## src/rtl/bin_to_bcd_seq.sv

```systemverilog
// +--------------------------------------------------------------------------+
// | bin_to_bcd_seq : sequential double-dabble binary-to-BCD, one-hot decode   |
// | Revision 1.0                                                             |
// +--------------------------------------------------------------------------+
`default_nettype none

module bin_to_bcd_seq #(
   parameter int BIN_W  = 8,
   parameter int DIGITS = 3
) (
   input  logic                   clk,
   input  logic                   rst,
   input  logic                   start,
   input  logic [BIN_W-1:0]       bin_in,
   output logic                   busy,
   output logic                   done,
   output logic [4*DIGITS-1:0]    bcd_out,
   output logic [10*DIGITS-1:0]   dec_onehot,
   output logic                   overflow
);

   localparam int CNT_W = $clog2(BIN_W + 1);
   localparam int SCR_W = 4 * DIGITS;

   localparam logic [CNT_W-1:0] CNT_LOAD = CNT_W'(BIN_W);
   localparam logic [CNT_W-1:0] CNT_ONE  = CNT_W'(1);

   localparam logic [0:0] S_IDLE  = 1'b0;
   localparam logic [0:0] S_SHIFT = 1'b1;

   logic [0:0]       state_q, state_d;
   logic [BIN_W-1:0] bin_q, bin_d;
   logic [SCR_W-1:0] scr_q, scr_d;
   logic [SCR_W-1:0] scr_adj;
   logic [SCR_W-1:0] scr_next;
   logic             ovf_scr_q, ovf_scr_d;
   logic             ovf_scr_next;
   logic [CNT_W-1:0] cnt_q, cnt_d;
   logic [SCR_W-1:0] bcd_q, bcd_d;
   logic             ovf_q, ovf_d;
   logic             done_q, done_d;

   // Add-3 correction on every scratch digit before the shift.
   generate
      for (genvar i = 0; i < DIGITS; i++) begin : g_adj
         assign scr_adj[4*i +: 4] = (scr_q[4*i +: 4] >= 4'd5) ?
                                    (scr_q[4*i +: 4] + 4'd3) : scr_q[4*i +: 4];
      end
   endgenerate

   // Bit leaving the top digit is a dropped carry: it marks overflow.
   assign scr_next     = {scr_adj[SCR_W-2:0], bin_q[BIN_W-1]};
   assign ovf_scr_next = ovf_scr_q | scr_adj[SCR_W-1];

   always_comb begin
      state_d   = state_q;
      bin_d     = bin_q;
      scr_d     = scr_q;
      ovf_scr_d = ovf_scr_q;
      cnt_d     = cnt_q;
      bcd_d     = bcd_q;
      ovf_d     = ovf_q;
      done_d    = 1'b0;
      case (state_q)
         S_IDLE: begin
            if (start) begin
               bin_d     = bin_in;
               scr_d     = '0;
               ovf_scr_d = 1'b0;
               cnt_d     = CNT_LOAD;
               state_d   = S_SHIFT;
            end
         end
         S_SHIFT: begin
            scr_d     = scr_next;
            bin_d     = bin_q << 1;
            ovf_scr_d = ovf_scr_next;
            cnt_d     = cnt_q - CNT_ONE;
            if (cnt_q == CNT_ONE) begin
               bcd_d   = scr_next;
               ovf_d   = ovf_scr_next;
               done_d  = 1'b1;
               state_d = S_IDLE;
            end
         end
         default: state_d = S_IDLE;
      endcase
   end

   always_ff @(posedge clk or posedge rst) begin
      if (rst) begin
         state_q   <= S_IDLE;
         bin_q     <= '0;
         scr_q     <= '0;
         ovf_scr_q <= 1'b0;
         cnt_q     <= '0;
         bcd_q     <= '0;
         ovf_q     <= 1'b0;
         done_q    <= 1'b0;
      end else begin
         state_q   <= state_d;
         bin_q     <= bin_d;
         scr_q     <= scr_d;
         ovf_scr_q <= ovf_scr_d;
         cnt_q     <= cnt_d;
         bcd_q     <= bcd_d;
         ovf_q     <= ovf_d;
         done_q    <= done_d;
      end
   end

   assign busy     = (state_q == S_SHIFT);
   assign done     = done_q;
   assign bcd_out  = bcd_q;
   assign overflow = ovf_q;

   // Digit codes 10..15 match no line and decode to all zeros.
   generate
      for (genvar i = 0; i < DIGITS; i++) begin : g_dec
         for (genvar v = 0; v < 10; v++) begin : g_val
            assign dec_onehot[10*i + v] = (bcd_q[4*i +: 4] == 4'(v));
         end
      end
   endgenerate

endmodule

`default_nettype wire

```

## config.mk

```make
export PLATFORM = sky130hd
export DESIGN_NAME = bin_to_bcd_seq
export DESIGN_NICKNAME = d
export VERILOG_FILES = /design/src/rtl/bin_to_bcd_seq.sv
export SDC_FILE = /design/constraint.sdc
export NUM_CORES = 1
export LEC_CHECK = 0
export BUFFER_PORTS_ARGS = -buffer_cell sky130_fd_sc_hd__buf_2
export CAP_MARGIN = 25
export CORE_MARGIN = 10
export CORE_UTILIZATION = 40
export CTS_CLUSTER_DIAMETER = 200
export DETAILED_ROUTE_END_ITERATION = 16
export PLACE_DENSITY_LB_ADDON = 0.25
export SYNTH_ARGS = -nofsm -noshare
export SYNTH_HDL_FRONTEND = slang
export SYNTH_SLANG_ARGS = --single-unit
```

## constraint.sdc

```tcl
create_clock -name clk -period 3.7 [get_ports clk]
set_input_delay 0.555 -clock clk [delete_from_list [all_inputs] [get_ports clk]]
set_output_delay 0.555 -clock clk [all_outputs]
set_load 0.01 [all_outputs]
```

==> results.sh <==
export IMPL_critical_path_max_stage_delay_ns=0.42
export IMPL_antenna_found_initial=0
export IMPL_ys_top_cells_by_count="dfrtp_1 (40), nand2_1 (27), nand2b_1 (26)"
export IMPL_overflow=0
export IMPL_grt_pass1_vias=1814
export IMPL_die_area_mm2=0.008858
export IMPL_cts_tree="done"
export IMPL_crit_path_max_fanout=44
export IMPL_synth_edf_count=0
export IMPL_maxCapViolCount=0
export IMPL_ys_top_cells_by_area="dfrtp_1 (46%), nand2b_1 (7.4%), mux2i_1 (7.3%)"
export IMPL_holdBufCountCts=0
export IMPL_path_cells="buf_4 > buf_2"
export IMPL_avgSynthCellArea_um2=9.553
export IMPL_grt_setup_unrepaired="false"
export IMPL_start_util_pct=42.21
export IMPL_max_freq_mhz=528.1
export IMPL_status="finished, final reports clean"
export IMPL_cts_setup_buffers=0
export IMPL_core_mm2=0.005205
export IMPL_wire_per_inst_um=13.32
export IMPL_antenna_cells=0
export IMPL_worstSetupPathType="reg2out"
export IMPL_ys_seq_elements=40
export IMPL_p_total_w=0.002203
export IMPL_finalCritPeriodShare_pct=51.18
export IMPL_gp_congestion=0.7716
export IMPL_yosysTopAreaCellShare_pct=45.56
export IMPL_worst_ep_arrival_time_ns=1.34
export IMPL_min_path_type="in2async"
export IMPL_grt_max_degree=45
export IMPL_fin_ws_ns=1.806
export IMPL_synth_async_sr_flop_share_pct=100.0
export IMPL_drt_iter0_drc=101
export IMPL_worst_setup_path_start_kind="flip-flop"
export IMPL_syn_to_final_growth_pct=19.31
export IMPL_yosysWarnings=0
export IMPL_cp_end_kind="primary output"
export IMPL_io_buffers=55
export IMPL_firstDrtPassIters=4
export IMPL_io_pins=56
export IMPL_groute_usage_overall_pct=11.36
export IMPL_r2r_start="scr_q[0]"
export IMPL_numCtsBuffers=5
export IMPL_drv_slew=0
export IMPL_cts_sinks=40
export IMPL_slew_headroom_pct=38.22
export IMPL_die_y_um=94.12
export IMPL_grt_pass1_wl_um=8224
export IMPL_fin_nets=305
export IMPL_die_x_um=94.12
export IMPL_syn_area_mm2=0.002197
export IMPL_cts_resized=0
export IMPL_cts_root_buf="clkbuf_8"
export IMPL_clock_latency_ns=0.29
export IMPL_p_per_area_mw_per_mm2=840.3
export IMPL_vias_per_cell=4.980
export IMPL_fin_setup_tns_ns=0
export IMPL_min_period_ns=1.894
export IMPL_ys_types=29
export IMPL_netlist_top_cell_by_area="dfrtp_1"
export IMPL_htreeDepth=2
export IMPL_dp_slack_ns=2.035
export IMPL_finalHoldViolCount=0
export IMPL_vias=1778
export IMPL_syn_inst=230
export IMPL_routed_wl_um=4757
export IMPL_cp_required_ns=3.14
export IMPL_clockBufferDepth=2
export IMPL_n_fill_cell=502
export IMPL_path_clk_slew_ns=0.08
export IMPL_drtAntennaViolNets=0
export IMPL_layout_drive_gt1_share_pct=25.09
export IMPL_setup_violations=0
export IMPL_cpLargestDelayFamily="buffers and inverters"
export IMPL_dpl_cell_count=349
export IMPL_synth_ff_type="dfrtp_1"
export IMPL_startpoint="busy"
export IMPL_ir_drop_uv=285.7
export IMPL_drcViolationCount=0
export IMPL_row_count=26
export IMPL_power_leakage_nw=1.341
export IMPL_cp_buffers_inverters=2
export IMPL_final_cell_count_no_fill=357
export IMPL_yosysMostFrequentCell="dfrtp_1"
export IMPL_fin_skew_ns=0.007001
export IMPL_syn_nets=249
export IMPL_place_hpwl_um=3493
export IMPL_worst_pin_slew_ns=0.9257
export IMPL_slowest_stage="buf_4"
export IMPL_seq_area_frac_synth_pct=45.56
==> sequential cells by signal (all words and copies together), names as in the netlist <==
name	flops
busy	1
overflow	1
cnt_q	4
done	1
scr_q	12
bin_q	8
ovf_scr_q	1
bcd_out	12
==> layout by cell type (no fill, tap or decap), drive strengths merged, types with 5 or more instances in the layout <==
master and n:
buf 58, dfrtp 40, nand2 27, nand2b 26, nor2 19, o21ai 18
nor3 17, mux2i 16, inv 10, ha 8, clkbuf 8, a21oi 7
a21o 6, nor3b 5
==> area by class of cell <==
type	count	area, um^2	share of cell area [%]
clock buffer	8	90.09	3.437
multi-input combinational	171	1107	42.24
sequential	40	1001	38.19
timing repair buffer	58	297.8	11.36
tap	70	87.58	3.341
inverter	10	37.54	1.432
==> path summary, 6_finish.rpt <==
path | end | slack, ns | depth (start not counted)
max | busy | 1.81 | 2
max reg2reg | bcd_out[2] | 2.06 | 6
min in group clk | bin_q[2] | 0.48 | 2
min | cnt_q[0] | 0.46 | 2
min reg2reg | bin_q[2] | 0.48 | 2
max in group asynchronous | bcd_out[7] | 2.56 | 3
==> kinds of logic after synthesis <==
logic type / synth area share, %
adders and majority gates: 4.556
muxes: 9.681
DFF: 45.56
buffers and inverters: 4.043
AOI/OAI and AO/OA: 11.33
and+or+nand+nor: 23.24
xor gates and xnor gates: 1.595
==> per-stage QoR <==
stage          utilization, %  hold WS (ns)  instance area, um^2
2_1_floorplan               -        0.4492                 2197
3_3_place_gp            48.63        0.4613                 2531
3_5_place_dp            48.63        0.4717                 2531
4_1_cts                 50.36        0.4911                 2621
5_1_grt                 50.36        0.5069                 2621
6_report                50.36        0.4601                 2621
==> metal layers <==
metal / track usage, % / part of all wire [%] / wire length, um
met5: 0 / 0 / 0
met3: 4.077 / 5.6 / 268
met1: 12.44 / 45 / 2128
met4: 4.557 / 1.8 / 85
met2: 19.47 / 48 / 2274
==> report_power, final <==
group / switching, W / internal, W
combinational: 0.000565 / 0.000504
clock: 0.000146 / 0.000152
sequential: 0.000213 / 0.000623
total: 0.000924 / 0.00128
Note: power is estimated with default switching activity, not from simulation.
